**src/rtl/cpu_pkg.sv**
```systemverilog
// Shared RV32I core types: opcodes, funct7 codes, decoded bundle, skid FSM states.
// Imported by the decode stage and the ALU.
package cpu_pkg;

  localparam int XLEN_P = 32;

  localparam logic [6:0] OPC_OP     = 7'b0110011;
  localparam logic [6:0] OPC_OP_IMM = 7'b0010011;
  localparam logic [6:0] OPC_LOAD   = 7'b0000011;
  localparam logic [6:0] OPC_STORE  = 7'b0100011;
  localparam logic [6:0] OPC_BRANCH = 7'b1100011;
  localparam logic [6:0] OPC_JAL    = 7'b1101111;
  localparam logic [6:0] OPC_JALR   = 7'b1100111;
  localparam logic [6:0] OPC_LUI    = 7'b0110111;
  localparam logic [6:0] OPC_AUIPC  = 7'b0010111;
  localparam logic [6:0] OPC_FENCE  = 7'b0001111;
  localparam logic [6:0] OPC_SYSTEM = 7'b1110011;

  localparam logic [6:0] F7_BASE = 7'b0000000;
  localparam logic [6:0] F7_ALT  = 7'b0100000;
  localparam logic [6:0] F7_MEXT = 7'b0000001;

  typedef struct packed {
    logic [6:0]        opcode;
    logic [4:0]        rd;
    logic [2:0]        funct3;
    logic [4:0]        rs1;
    logic [4:0]        rs2;
    logic [6:0]        funct7;
    logic [XLEN_P-1:0] imm;
    logic [XLEN_P-1:0] pc;
    logic              illegal;
  } dec_t;

  typedef enum logic [1:0] {
    S_EMPTY = 2'd0,
    S_ONE   = 2'd1,
    S_TWO   = 2'd2
  } state_e;

endpackage

```
**src/rtl/imm_gen.sv**
```systemverilog
// RV32I immediate generator: picks I/S/B/U/J format from the opcode
// and sign-extends; R-type and unknown opcodes yield zero.
module imm_gen
  import cpu_pkg::*;
(
  input  logic [31:0]       instr_i,
  output logic [XLEN_P-1:0] imm_o
);

  logic [6:0] opc;
  logic is_i, is_s, is_b, is_u, is_j;

  assign opc  = instr_i[6:0];
  assign is_i = (opc == OPC_LOAD) || (opc == OPC_OP_IMM)
             || (opc == OPC_JALR);
  assign is_s = (opc == OPC_STORE);
  assign is_b = (opc == OPC_BRANCH);
  assign is_u = (opc == OPC_LUI) || (opc == OPC_AUIPC);
  assign is_j = (opc == OPC_JAL);

  always_comb begin
    imm_o = '0;
    unique case (1'b1)
      is_i: imm_o = {{20{instr_i[31]}}, instr_i[31:20]};
      is_s: imm_o = {{20{instr_i[31]}}, instr_i[31:25],
                     instr_i[11:7]};
      is_b: imm_o = {{19{instr_i[31]}}, instr_i[31], instr_i[7],
                     instr_i[30:25], instr_i[11:8], 1'b0};
      is_u: imm_o = {instr_i[31:12], 12'b0};
      is_j: imm_o = {{11{instr_i[31]}}, instr_i[31],
                     instr_i[19:12], instr_i[20],
                     instr_i[30:21], 1'b0};
      default: imm_o = '0;
    endcase
  end

endmodule

```
**src/rtl/decode_stage.sv**
```systemverilog
// RV32I decode stage with two-entry skid buffer in front of execute.
// Define DECODE_MEXT_EN to accept RV32M (funct7=0000001) R-type encodings.
module decode_stage
  import cpu_pkg::*;
#(
  parameter int              XLEN         = XLEN_P,
  parameter logic [XLEN-1:0] RESET_PC_TAG = '0
) (
  input  logic            clk,
  input  logic            rst_n,
  input  logic            flush,
  input  logic            in_valid,
  output logic            in_ready,
  input  logic [31:0]     in_instr,
  input  logic [XLEN-1:0] in_pc,
  output logic            out_valid,
  input  logic            out_ready,
  output logic [6:0]      out_opcode,
  output logic [4:0]      out_rd,
  output logic [2:0]      out_funct3,
  output logic [4:0]      out_rs1,
  output logic [4:0]      out_rs2,
  output logic [6:0]      out_funct7,
  output logic [XLEN-1:0] out_imm,
  output logic [XLEN-1:0] out_pc,
  output logic            out_illegal
);

  state_e state_q, state_d;
  dec_t   head_q, head_d;
  dec_t   skid_q, skid_d;
  dec_t   dec_in, empty_dec;
  logic   ready_q, valid_q;
  logic   acc, drain;
  logic [XLEN_P-1:0] imm_in;
  logic   ill;

  imm_gen u_imm_gen (
    .instr_i (in_instr),
    .imm_o   (imm_in)
  );

  always_comb begin
    ill = (in_instr[1:0] != 2'b11);
    unique case (in_instr[6:0])
      OPC_OP: begin
        unique case (in_instr[31:25])
          F7_BASE: ill = ill;
          F7_ALT:  ill = ill | ~((in_instr[14:12] == 3'b000)
                              || (in_instr[14:12] == 3'b101));
`ifdef DECODE_MEXT_EN
          F7_MEXT: ill = ill;
`else
          F7_MEXT: ill = 1'b1;
`endif
          default: ill = 1'b1;
        endcase
      end
      OPC_OP_IMM: begin
        if (in_instr[14:12] == 3'b001)
          ill = ill | (in_instr[31:25] != F7_BASE);
        else if (in_instr[14:12] == 3'b101)
          ill = ill | ~((in_instr[31:25] == F7_BASE)
                     || (in_instr[31:25] == F7_ALT));
      end
      OPC_LOAD, OPC_STORE, OPC_BRANCH, OPC_JAL, OPC_JALR,
      OPC_LUI, OPC_AUIPC, OPC_FENCE, OPC_SYSTEM: ill = ill;
      default: ill = 1'b1;
    endcase
  end

  always_comb begin
    dec_in.opcode  = in_instr[6:0];
    dec_in.rd      = in_instr[11:7];
    dec_in.funct3  = in_instr[14:12];
    dec_in.rs1     = in_instr[19:15];
    dec_in.rs2     = in_instr[24:20];
    dec_in.funct7  = in_instr[31:25];
    dec_in.imm     = imm_in;
    dec_in.pc      = in_pc;
    dec_in.illegal = ill;
  end

  always_comb begin
    empty_dec    = '0;
    empty_dec.pc = RESET_PC_TAG;
  end

  assign acc   = in_valid & ready_q;
  assign drain = valid_q & out_ready;

  always_comb begin
    state_d = state_q;
    head_d  = head_q;
    skid_d  = skid_q;
    if (flush) begin
      state_d = S_EMPTY;
      head_d  = empty_dec;
    end else begin
      unique case (state_q)
        S_EMPTY: if (acc) begin
          state_d = S_ONE;
          head_d  = dec_in;
        end
        S_ONE: begin
          if (acc && !drain) begin
            state_d = S_TWO;
            skid_d  = dec_in;
          end else if (acc && drain) begin
            head_d  = dec_in;
          end else if (drain) begin
            state_d = S_EMPTY;
            head_d  = empty_dec;
          end
        end
        S_TWO: if (drain) begin
          state_d = S_ONE;
          head_d  = skid_q;
        end
        default: begin
          state_d = S_EMPTY;
          head_d  = empty_dec;
        end
      endcase
    end
  end

  // ready/valid are flopped from next state so in_ready never sees out_ready
  always_ff @(posedge clk or negedge rst_n) begin
    if (!rst_n) begin
      state_q    <= S_EMPTY;
      head_q     <= '0;
      head_q.pc  <= RESET_PC_TAG;
      skid_q     <= '0;
      ready_q    <= 1'b1;
      valid_q    <= 1'b0;
    end else begin
      state_q    <= state_d;
      head_q     <= head_d;
      skid_q     <= skid_d;
      ready_q    <= (state_d != S_TWO);
      valid_q    <= (state_d != S_EMPTY);
    end
  end

  assign in_ready    = ready_q;
  assign out_valid   = valid_q;
  assign out_opcode  = head_q.opcode;
  assign out_rd      = head_q.rd;
  assign out_funct3  = head_q.funct3;
  assign out_rs1     = head_q.rs1;
  assign out_rs2     = head_q.rs2;
  assign out_funct7  = head_q.funct7;
  assign out_imm     = head_q.imm;
  assign out_pc      = head_q.pc;
  assign out_illegal = head_q.illegal;

endmodule

```
**config.mk**
```make
export PLATFORM = sky130hd
export DESIGN_NAME = decode_stage
export DESIGN_NICKNAME = d
export VERILOG_FILES = /design/src/rtl/cpu_pkg.sv /design/src/rtl/imm_gen.sv /design/src/rtl/decode_stage.sv
export SDC_FILE = /design/constraint.sdc
export NUM_CORES = 1
export LEC_CHECK = 0
export BUFFER_PORTS_ARGS = -buffer_cell sky130_fd_sc_hd__buf_2
export CORE_MARGIN = 3
export CORE_UTILIZATION = 40
export DETAILED_ROUTE_END_ITERATION = 8
export HOLD_SLACK_MARGIN = 0.08
export PLACE_DENSITY = 0.58
export SLEW_MARGIN = 10
export SYNTH_ARGS = -nofsm -noshare
export SYNTH_HDL_FRONTEND = slang
export SYNTH_HIERARCHICAL = 1
export SYNTH_SLANG_ARGS = --single-unit
```
**constraint.sdc**
```tcl
create_clock -name clk -period 3.2 [get_ports clk]
set_input_delay 0.16 -clock clk [delete_from_list [all_inputs] [get_ports clk]]
set_output_delay 0.16 -clock clk [all_outputs]
set_load 0.005 [all_outputs]
```
# After elaboration in Yosys (flattened, before gate mapping)
# Index checks and enable logic that the tools add are counted.
[classes]
eq_ne = 22
n_mux = 19
bitwise = 8
n_reduce_logical = 16
[op_table]
columns = ["cell", "count"]
rows = [
  ["$mux W97", 6],
  ["$pmux W97 S3", 1],
  ["$pmux W32 S5", 1],
  ["$eq A7 B6 Y1 const B", 4],
  ["$eq A7 B7 Y1 const B", 4],
  ["$eq A7 B5 Y1 const B", 2],
  ["$mux W2", 6],
  ["$ne A3 B3 Y1 const B", 3],
  ["$reduce_or A9 Y1", 1],
  ["$eq A7 B2 Y1 const B", 1],
  ["$eq A7 B4 Y1 const B", 1],
  ["$logic_not A7 Y1", 1],
  ["$reduce_bool A7 Y1", 1],
  ["$pmux W2 S3", 1],
  ["$logic_or A1 B1 Y1", 5],
  ["$ne A2 B2 Y1 const B", 2],
  ["$ne A4 B4 Y1 const B", 1],
  ["$reduce_and A4 Y1", 1],
  ["$eq A3 B1 Y1 const B", 1],
  ["$eq A3 B3 Y1 const B", 1],
  ["$logic_not A3 Y1", 1],
  ["$not A1 Y1", 3],
  ["$or A1 B1 Y1", 3],
  ["$pmux W1 S3", 1],
  ["10 further kinds", 13],
]
[totals]
ff_bits = 198
output_inout_bits = 99
wordCells = 86

# Longest topological paths before layout
# Gate-level depths: netlist of the first run.
[depth]
depth_word = 11
ltp_mapped = 8
ltp_nobuf = 5

# By module
# Netlist of the first run, hierarchy kept.
[modules_own_cells]
columns = ["module", "n_inst", "cells_each", "area_each_um2", "seq_area_each_um2"]
rows = [
  ["decode_stage", 1, 692, 8313.0, 4956.0],
  ["imm_gen", 1, 79, 546.8, 0.0],
]

# Worst setup path after synthesis of the first run
# OpenSTA, ideal clock, no wires.
[synth_timing]
path_type = "reg-to-reg"
start = "register ready_q, in the netlist in_ready"
end = "register skid_q[88] (netlist bit)"
t_arrival_ns = 1.600
slack_ns = 1.473
stages_incl_launch_ff = 7
n_path_buf = 2
period_less_slack_ns = 1.727
path_cell_list = "dfstp_2 nand2_1 nor3b_2 nand2_2 buf_2 buf_4 mux2_1"
[synth_via]
elab_chain_len = 3
[synth_lines]
columns = ["element", "line_no", "source"]
rows = [
  ["from (decl)", "decode_stage.sv:33", "logic ready_q, valid_q;"],
  ["from (signal assigned)", "decode_stage.sv:141", "ready_q <= (state_d != S_TWO);"],
  ["$and A1 B1 Y1", "decode_stage.sv:89", "assign acc = in_valid & ready_q;"],
  ["$logic_and A1 B1 Y1", "decode_stage.sv:106", "if (acc && !drain) begin"],
  ["$reduce_and A3 Y1 (no line)", "-", ""],
  ["to (signal assigned)", "decode_stage.sv:140", "skid_q <= skid_d;"],
  ["to (decl)", "decode_stage.sv:31", "dec_t skid_q, skid_d;"],
]
# Every way passes these cells.
# A chain may end at the register's enable or synchronous reset.

# Worst setup path in the final report of the first run
[layout_timing]
start = "input in_instr[1]"
end = "register head_q, in the netlist out_imm[22]"
[layout_via]
elab_chain_len = 8
word_cells_on_any_way = 17
cone_classes = "8 x eq/ne; 6 x mux; 3 x reduce/logical"
[layout_lines]
columns = ["element", "line_no", "source"]
rows = [
  ["from (decl)", "decode_stage.sv:14", "input logic [31:0] in_instr,"],
  ["$eq A7 B2 Y1 or $eq A7 B5 Y1 (tied branches)", "imm_gen.sv:14", "assign is_i = (opc == OPC_LOAD) || (opc == OPC_OP_IMM)"],
  ["$logic_or A1 B1 Y1", "imm_gen.sv:14", ""],
  ["$logic_or A1 B1 Y1", "imm_gen.sv:15", "|| (opc == OPC_JALR);"],
  ["$pmux W32 S5 *", "imm_gen.sv:23", "unique case (1'b1)"],
  ["named net imm_in[22]", "decode_stage.sv:35", "logic [XLEN_P-1:0] imm_in;"],
  ["$mux W97", "decode_stage.sv:109", "end else if (acc && drain) begin"],
  ["$mux W97", "decode_stage.sv:106", ""],
  ["$pmux W97 S3 *", "decode_stage.sv:100", "unique case (state_q)"],
  ["$mux W97 *", "decode_stage.sv:96", "if (flush) begin"],
  ["to (decl)", "decode_stage.sv:30", "dec_t head_q, head_d;"],
]
# The timed path passes the listed nets; every way through them passes the cells marked *. The select of a mux whose other input is x is not followed.

==> metrics.md, run 1 <==
| Metric | Value |
|---|---|
| Simple-Gate Fraction of Synth Area | `0.138` |
| Vert. Die Dim | `between 150 and 200 um` |
| Sequential power share | `0.474` |
| RSZ-0062 raised after global routing | `no` |
| Diode count | `0` |
| Rows | `53` |
| Setup crit start kind | `input port` |
| Worst skew pair latency | `0.43 ns` |
| Die Wd | `155 um` |
| Clk root buf | `clkbuf_16` |
| Adder-Cell Fraction of Synth Area | `0` |
| Post-DP HPWL | `roughly 15000 um` |
| Vias in the first global route | `6960` |
| Commonest register cell after synthesis | `dfrtp_1` |
| Final WL | `25000 um` |
| Combinational power share | `0.211` |
| Cell internal pwr | `around 0.0050 W` |
| Post-synthesis cell area | `approximately 8900 um^2` |
| Antenna viol nets, final | `0` |
| Vias after detailed routing | `6994` |
| Worst EP required | `~3.5 ns` |
| CP Max Fanout | `17` |
| H-tree depth | `4` |
| Final Skew | `~0.010 ns` |
| NetSw | `0.00200 W` |
| Post-synth EDFFs | `0` |
| Main area contributors after synthesis | `dfrtp_1 56%, mux2_2 11%, a221oi_1 9.5%` |
| WL/cell | `slightly above 20 um` |
| Setup-failing EPs final | `0` |
| Gr ovfl total | `0` |
| CORE AREA | `21400 um^2` |
| Distinct cell type count of the synthesized netlist | `60` |
| Initial antenna violation count | `1` |
| Flop2flop setup slack | `1.13 ns` |
| Final Hold Vio Count | `0` |
| Nets | `roughly 1000` |
| Mean Syn Cell Area | `11.5 um^2` |
| Hold Crit Class | `input port to register` |
| Vias/cell | `5.63` |
| GRT Total Usage | `0.209` |
| Fillers | `1963` |
| Ys Warns | `6` |
| Measured slew at the worst slew-check pin | `roughly 1.1 ns` |
| Final period util | `0.698` |
| Power Dens Cells | `between 600 and 700 nW/um^2` |
| Biggest area consumer among synthesized cells | `dfrtp_1` |
| Max_slew headroom | `0.245` |
| Compound-Gate Fraction of Synth Area | `0.140` |
| Syn Nets | `840` |
| Max cap viols | `0` |
| I/O Buffers | `167` |
| Register bit total from synthesis | `between 150 and 200` |
| Switching share of power | `0.287` |
| Fin Setup TNS | `0 ns` |
| First-pass GRT wire length | `between 30000 and 40000 um` |
| Fraction of registers with async set/reset | `1.00` |
| CTS tree | `done` |
| Fmax | `0.447 GHz` |
| Clock power share | `0.315` |
| Layout cell share with drive strength beyond 1 | `0.335` |
| Max clock buf depth | `2` |
| Kind of critical path | `input port to register` |
| Initial core utilization | `0.414` |
| Clock transition at path regs | `0.07 ns` |
| Overall power | `approximately 0.007 W` |
| Tmin final | `between 2 and 2.5 ns` |
| CTS buffer count | `17` |
| Die area | `24000 um^2` |
| Peak supply drop | `~0.33 mV` |
| Drc violations | `0` |
| Layout area overhead | `25.0%` |
| Seq/Total Area, Yosys | `0.559` |
| Gpl congestion | `between 0.7 and 0.8` |
| Multiplexer share of the synthesized area | `0.122` |
| Endpoint class of the critical path | `register` |
| Worst EP arrival | `between 2 and 3 ns` |
| Cells after Synth | `~770` |
| DR pass1 iterations | `5` |
| XOR/XNOR Fraction of Synth Area | `0.000989` |
| Largest net degree at the start of global routing | `100` |
| CTS sink count | `just under 200` |
| Status | `complete, no violations` |
| Final Max Tran Viols | `0` |
| Initial DRC Count | `~530` |
| Top-area cell type share of the netlist area | `0.556` |
| LEAKAGE | `approximately 5.2 nW` |
| Main combinational cell family by area after synthesis | `compound AO/OA/AOI/OAI gates` |
| I/O Pins | `168` |
[synth_stat cells, types with 2 or more instances]
cell and n:
dfrtp_1 197, clkbuf_1 37, a22o_1 4, nand2b_1 2, a221oi_1 96, o21a_1 2, nor3_1 97, mux2_2 89
a21o_2 8, buf_4 7, buf_2 27, nand2_1 7, and3_1 2, a21oi_1 5, nor2b_1 6, o21ai_0 16
mux2_1 6, nand3_1 15, and3b_2 2, nor2_2 2, inv_1 3, nor2_1 99, nor3b_1 3, and2b_1 3
[through the flow]
stage / util / setup WS, ns / cells / hold slack (ns) / area (um^2)
global placement: 0.462 / 1.04 / 1152 / 0.263 / 9900
CTS: 0.517 / 0.992 / 1242 / 0.0932 / 11100
floorplan: - / 1.47 / 771 / -0.136 / 8860
detailed placement: 0.462 / 1.01 / 1152 / 0.257 / 9900
finish: 0.517 / 0.965 / 1242 / 0.115 / 11100
global route: 0.517 / 0.811 / 1242 / 0.0984 / 11100
[what timing repair did]
action                                  CTS  global route
endpoints found under the hold margin   145             0
setup buffers                             0             0
gates resized for setup                   0             0
hold buffers                             59             0
endpoints found under the setup margin    0             0
[metal layers]
layer,GRT usage,up-vias,wire length [um]
li1,-,3251,-
met1,0.299,3499,11700
met2,0.334,223,11700
met3,0.0417,19,1390
met4,0.0446,2,212
met5,0,-,9
[state kept, by name, indices dropped and copies added (netlist names)]
name         count
skid_q          97
out_imm         32
out_pc          32
out_funct7       7
out_opcode       7
out_rd           5
out_rs1          5
out_rs2          5
out_funct3       3
state_q          2
in_ready         1
out_illegal      1
out_valid        1
[cell families (layout without fill, tap and decap cells)]
logic type	count (synthesis)	count (layout)
AOI/OAI and AO/OA	149	149
and+or+nand+nor	252	252
muxes	96	96
xor gates and xnor gates	1	1
buffers and inverters	75	271
DFF	198	198
[worst max-delay path, cell delays in order]
cell,delay [ns]
dlygate4sd3_1,0.57
buf_2,0.17
and4bb_2,0.26
a2bb2oi_2,0.65
o21ai_0,0.24
a221oi_1,0.35
nor3_1,0.09
[layout make-up]
class                   count  area [um^2]  share of cell area
clock buffers              20          437              0.0394
clock inverters            11          149              0.0134
inverters                   3         11.3             0.00102
multi-input cells         498         3600               0.325
flip-flops and latches    198         4960               0.447
well taps                 275          344              0.0311
repair buffers            237         1580               0.143
[worst paths after layout]
kind                              start     endpoint  cells after the start
min                        in_instr[29]   skid_q[69]                      2
max                         in_instr[1]  out_imm[22]                      7
max in group asynchronous         rst_n     in_ready                      3
min reg2reg                  skid_q[92]   skid_q[92]                      2
min in group asynchronous         rst_n    out_pc[4]                      2
max reg2reg                  state_q[0]   out_rs1[3]                      6
[placed cells by master, fill, tap and decap left out, types with 2 or more instances in the layout]
cell and instances:
a21o_2 8, a21oi_1 5, a21oi_4 2, a221oi_1 96, a22o_1 4, and2b_1 3, and3_1 2, and3b_2 2
buf_12 5, buf_2 166, buf_4 6, bufinv_16 3, clkbuf_1 3, clkbuf_16 17, clkinv_2 2, clkinvlp_4 3
dfrtp_1 197, dlygate4sd3_1 59, inv_1 3, inv_6 3, mux2_1 6, mux2_2 89, nand2_1 7, nand2b_1 2
nand3_1 15, nor2_1 99, nor2_2 2, nor2b_1 5, nor3_1 97, nor3b_1 3, o21a_1 2, o21ai_0 16
[power groups by stage]
stage	clock, W	combinational, W	sequential (W)
final	0.00219	0.00147	0.00330
after global routing	0.00234	0.00165	0.00337
after CTS	0.00225	0.00150	0.00330
after detailed placement	0	0.00143	0.00334
after global placement	0	0.00141	0.00333
after floorplan	0	0.000894	0.00331
Power figures use the tool's default switching activity.
==> inputs of run 2 (changes only) <==
clock period = 2.1 ns   (was 3.2 ns; I/O delays follow)
==> run 2 against run 1 <==
- via count increased by 3.1%
- global-route usage increased by 0.38 points
- core utilization increased by 1.6 points
- die area unchanged
- critical path type unchanged
- critical endpoint is now out_imm[30]
==> metrics.md, run 2 (synthesis gave the netlist of run 1 again) <==
| Metric | Value |
|---|---|
| Gpl congestion | `between 0.7 and 0.8` |
| Die Wd | `about 150 um` |
| Final WL | `around 26000 um` |
| Nets | `around 1100` |
| Max cap viols | `0` |
| Final Hold Vio Count | `0` |
| Fmax | `0.521 GHz` |
| Largest net degree at the start of global routing | `80` |
| Largest Register | `skid_q` |
| Vert. Die Dim | `155 um` |
| Final period util | `0.914` |
| Post-DP HPWL | `16300 um` |
| Vias/cell | `~5.7` |
| Flop2flop setup slack | `around 0.18 ns` |
| Metal-1 WL | `between 10000 and 15000 um` |
| Initial core utilization | `0.414` |
| Drc violations | `0` |
| Fin Hold WS | `around 0.095 ns` |
| Post-layout util | `0.533` |
| CORE AREA | `about 21000 um^2` |
| Max_slew headroom | `0.628` |
| CTS sink count | `about 200` |
| Final Instance Area | `about 11000 um^2` |
| Rows | `53` |
| Post-CTS sizing | `0` |
| RSZ-0062 raised after global routing | `no` |
| DR pass1 iterations | `5` |
| Layout area overhead | `28.8%` |
| Most common cell after layout, fill and taps aside | `dfrtp_1` |
| Vias after detailed routing | `7208` |
| Met3 wire len | `between 1000 and 1500 um` |
| Die area | `24000 um^2` |
| First-pass GRT wire length | `a little over 40000 um` |
| Tmin final | `1.92 ns` |
| H-tree depth | `4` |
| Kind of critical path | `input port to register` |
| I/O Buffers | `about 170` |
| GRT Total Usage | `0.213` |
| Fillers | `~1900` |
| Vias in the first global route | `~7100` |
| Setup-failing EPs final | `0` |
| WL/cell | `~20 um` |
| Final Max Tran Viols | `0` |
| Hold Crit Class | `input port to register` |
| Diode count | `0` |
| Antenna viol nets, final | `0` |
| Layout cell share with drive strength beyond 1 | `0.351` |
| Met2 WL post-DR | `~12000 um` |
| LEAKAGE | `around 5.4 nW` |
| Initial DRC Count | `~460` |
| Worst EP arrival | `about 2.2 ns` |
| Commonest non-fill, non-tap cells in the layout | `197 x dfrtp_1, 166 x buf_2, 99 x nor2_1, 97 x nor3_1, 96 x a221oi_1` |
| Initial antenna violation count | `2` |
| Peak supply drop | `roughly 0.59 mV` |
| Worst EP required | `around 2.4 ns` |
| Gr ovfl total | `0` |
| Non-Filler Instances | `about 1300` |
| CTS buffer count | `17` |
| Max reg flops | `97` |
| Worst skew pair latency | `~0.43 ns` |
| Status | `complete, no violations` |
| Fin Setup TNS | `0 ns` |
| Final Skew | `~0.0081 ns` |
| Placed cell areas | `between 10000 and 15000 um^2` |
| CTS tree | `done` |
| DP Cell Count | `approximately 1200` |
| Clk root buf | `clkbuf_16` |
| Setup crit start kind | `input port` |
| Clock transition at path regs | `~0.07 ns` |
| I/O Pins | `approximately 170` |
| Crit path largest cell delay | `~0.56 ns` |
| Measured slew at the worst slew-check pin | `~0.56 ns` |
| Endpoint class of the critical path | `register` |
| Power Dens Cells | `roughly 940 nW/um^2` |
| Max Used Layer | `met5` |
| Max clock buf depth | `2` |
| Worst path slowest cell | `dlygate4sd3_1` |
| Crit-path cells | `dlygate4sd3_1 > buf_2 > and4bb_2 > a2bb2oi_2 > buf_4 > o21ai_0 > a221oi_1 > nor3_1` |
| CP Max Fanout | `14` |
run 2: layout make-up:
class,count,area [um^2],share of cell area
clock buffers,22,474,0.0416
flip-flops and latches,198,4960,0.434
repair buffers,266,1910,0.167
multi-input cells,498,3600,0.315
well taps,275,344,0.0302
clock inverters,9,119,0.0104
inverters,3,11.3,0.000987
run 2: per-layer routing:
metal	up-vias	global-route usage
li1	3305	-
met4	4	0.0366
met1	3665	0.310
met5	-	0
met3	19	0.0453
met2	215	0.335
run 2: worst paths after layout:
check	from	endpoint	depth (start not counted)
hold reg to reg	skid_q[92]	skid_q[92]	2
hold / removal	out_ready	out_valid	4
min in group asynchronous	rst_n	out_pc[9]	2
max in group asynchronous	rst_n	skid_q[85]	3
setup reg to reg	state_q[1]	state_q[0]	5
setup / recovery	in_instr[3]	out_imm[30]	8
run 2: timing repair:
item,4_1_cts,5_1_grt
hold buffers,63,0
hold endpoints to repair,160,0
buffers inserted,0,0
run 2: worst max-delay path, delay by kind of cell:
family                 cells  cell delay [ns]
AOI/OAI and AO/OA          3             0.68
buffers and inverters      3             1.03
and+or+nand+nor            2             0.38
run 2: per-stage QoR:
stage | setup slack [ns] | power (W)
6_report | 0.180 | 0.0107
5_1_grt | 0.0532 | 0.0113
4_1_cts | 0.158 | 0.0108
3_5_place_dp | 0.236 | 0.00739
3_3_place_gp | 0.265 | 0.00732
2_1_floorplan | 0.373 | 0.00640
run 2: power by group:
group	internal (W)	switching, W
Combinational	0.00117	0.00119
Sequential	0.00462	0.000425
Clock	0.00186	0.00145
==> inputs of run 3 (changes only) <==
GPL_TIMING_DRIVEN = 0   (was not set)
==> run 3 against run 2 <==
- design area increased by 0.66%
- power down 0.55%
- combinational power about the same
- count of clock-buffer cells in the layout shrank 5
- hold slack improved by 0.061 ns
- largest power group unchanged
- non-clock buffer count grew 44
- global-route usage is 0.42 points lower
- clock power down 1%
==> metrics.md, run 3 (synthesis gave the netlist of run 1 again) <==
| Metric | Value |
|---|---|
| Status | `complete, no violations` |
| GRT Total Usage | `0.209` |
| CTS tree | `done` |
| WL/cell | `between 15 and 20 um` |
| Rows | `between 50 and 60` |
| Max reg flops | `97` |
| First-pass GRT wire length | `just under 40000 um` |
| Largest delay share family, worst path | `flip-flops` |
| I/O Pins | `approximately 170` |
| Layout area overhead | `29.7%` |
| Setup-failing EPs final | `0` |
| Final period util | `0.954` |
| Non-Filler Instances | `~1300` |
| CP startpoint | `in_ready` |
| Worst r2r src | `in_ready` |
| Die Wd | `155 um` |
| LEAKAGE | `5.47 nW` |
| Hold Crit Class | `input port to register` |
| Largest Register | `skid_q` |
| Final WL | `about 25000 um` |
| Flop2flop setup slack | `between 0.09 and 0.1 ns` |
| Clk root buf | `clkbuf_16` |
| Max clock buf depth | `2` |
| Crit-path cells | `nand2_1 > nor3b_2 > nand2_4 > buf_4 > buf_4 > mux2_1` |
| Power Dens Cells | `928 nW/um^2` |
| Endpoint class of the critical path | `register` |
| NetSw | `0.00311 W` |
| Most used cell, CP | `buf_4` |
| Measured slew at the worst slew-check pin | `about 0.53 ns` |
| CORE AREA | `around 21000 um^2` |
| Tmin final | `between 2 and 2.5 ns` |
| Sequential power share | `0.472` |
| Drc violations | `0` |
| Initial DRC Count | `370` |
| Final Hold Vio Count | `0` |
| Max cap viols | `0` |
| Worst skew pair latency | `roughly 0.43 ns` |
| Worst EP arrival | `about 2.3 ns` |
| DP Cell Count | `approximately 1200` |
| Gr ovfl total | `0` |
| Hold_sp | `in_instr[2]` |
| Commonest non-fill, non-tap cells in the layout | `196 x dfrtp_1, 190 x buf_2, 99 x nor2_1, 97 x nor3_1, 90 x a221oi_1` |
| Gpl congestion | `~0.84` |
| Antenna viol nets, final | `0` |
| Peak supply drop | `between 0.5 and 0.6 mV` |
| Combinational power share | `0.222` |
| Vert. Die Dim | `155 um` |
| Worst path slowest cell | `dfstp_2` |
| Post-DP HPWL | `around 17000 um` |
| Initial antenna violation count | `1` |
| Vias after detailed routing | `roughly 7000` |
| Crit path largest cell delay | `0.59 ns` |
| RSZ-0062 raised after global routing | `yes` |
| Most common cell after layout, fill and taps aside | `dfrtp_1` |
| CP Max Fanout | `10` |
| CTS buffer count | `17` |
| Vias/cell | `approximately 5.4` |
| Layout cell share with drive strength beyond 1 | `0.356` |
| Max_slew headroom | `0.644` |
| Final Skew | `about 0.0069 ns` |
| Die area | `roughly 24000 um^2` |
| Final Instance Area | `11500 um^2` |
| I/O Buffers | `approximately 170` |
| Largest net degree at the start of global routing | `77` |
| Setup crit start kind | `register` |
| DR pass1 iterations | `5` |
| Worst EP required | `2.41 ns` |
| Kind of critical path | `register to register` |
| Nets | `1097` |
| H-tree depth | `4` |
| Fmax | `about 0.50 GHz` |
| CTS sink count | `~200` |
| Switching share of power | `0.291` |
| Cell internal pwr | `around 0.0076 W` |
| Worst path buffer plus inverter count | `2` |
| Vias in the first global route | `around 7100` |
| Diode count | `0` |
| Clock power share | `0.307` |
| Overall power | `approximately 0.011 W` |
| Final Max Tran Viols | `0` |
| Clock transition at path regs | `about 0.070 ns` |
| Initial core utilization | `0.414` |
| Placed cell areas | `around 10000 um^2` |
==> run 3: area by class of cell <==
class | count | area, um^2
Fill cell | 1953 | 9930
Sequential cell | 198 | 4960
Multi-Input combinational cell | 498 | 3620
Timing Repair Buffer | 240 | 1630
Clock buffer | 17 | 425
Buffer | 70 | 348
Tap cell | 275 | 344
Clock inverter | 15 | 150
Inverter | 3 | 11.3
==> run 3: final timing paths <==
check | to | cells after the start
max | skid_q[94] | 6
min | out_opcode[2] | 3
max reg2reg | skid_q[94] | 6
min reg2reg | skid_q[94] | 1
max in group asynchronous | in_ready | 3
min in group asynchronous | out_pc[4] | 2
==> run 3: timing repair <==
item	4_1_cts	5_1_grt
endpoints found under the setup margin	87	90
gates resized for setup	6	22
hold buffers	67	0
pin swaps	1	0
buffers inserted	2	2
endpoints found under the hold margin	306	0
==> run 3: per-stage QoR <==
step	hold slack (ns)	TNS [ns]	worst slack, ns	util
6_report	0.156	0	0.0958	0.536
5_1_grt	0.147	-0.0167	-0.00674	0.536
4_1_cts	0.120	0	0.00449	0.533
3_5_place_dp	0.0406	-6.34	-0.237	0.472
3_3_place_gp	0.324	-494.32	-2.49	0.469
2_1_floorplan	-0.191	0	0.373	-
==> run 3: power by group through the flow <==
stage / Clock (W) / Combinational, W / Sequential (W)
after detailed placement: 0 / 0.00222 / 0.00509
after global routing: 0.00351 / 0.00264 / 0.00513
final: 0.00327 / 0.00236 / 0.00503
after floorplan: 0 / 0.00136 / 0.00504
after global placement: 0 / 0.00218 / 0.00507
after CTS: 0.00335 / 0.00236 / 0.00502
==> run 3: metal layers <==
layer | vias to the layer above | routed length [um] | GRT usage
li1 | 3399 | - | -
met1 | 3532 | 11900 | 0.299
met2 | 215 | 11400 | 0.332
met3 | 21 | 1290 | 0.0445
met4 | 2 | 315 | 0.0421
met5 | - | 7 | 0
==> run 3: tightest hold or removal path: cells and delay by family <==
family | cells | cell delay [ns]
and+or+nand+nor | 1 | 0.17
buffers and inverters | 1 | 0.16
AOI/OAI and AO/OA | 1 | 0.09
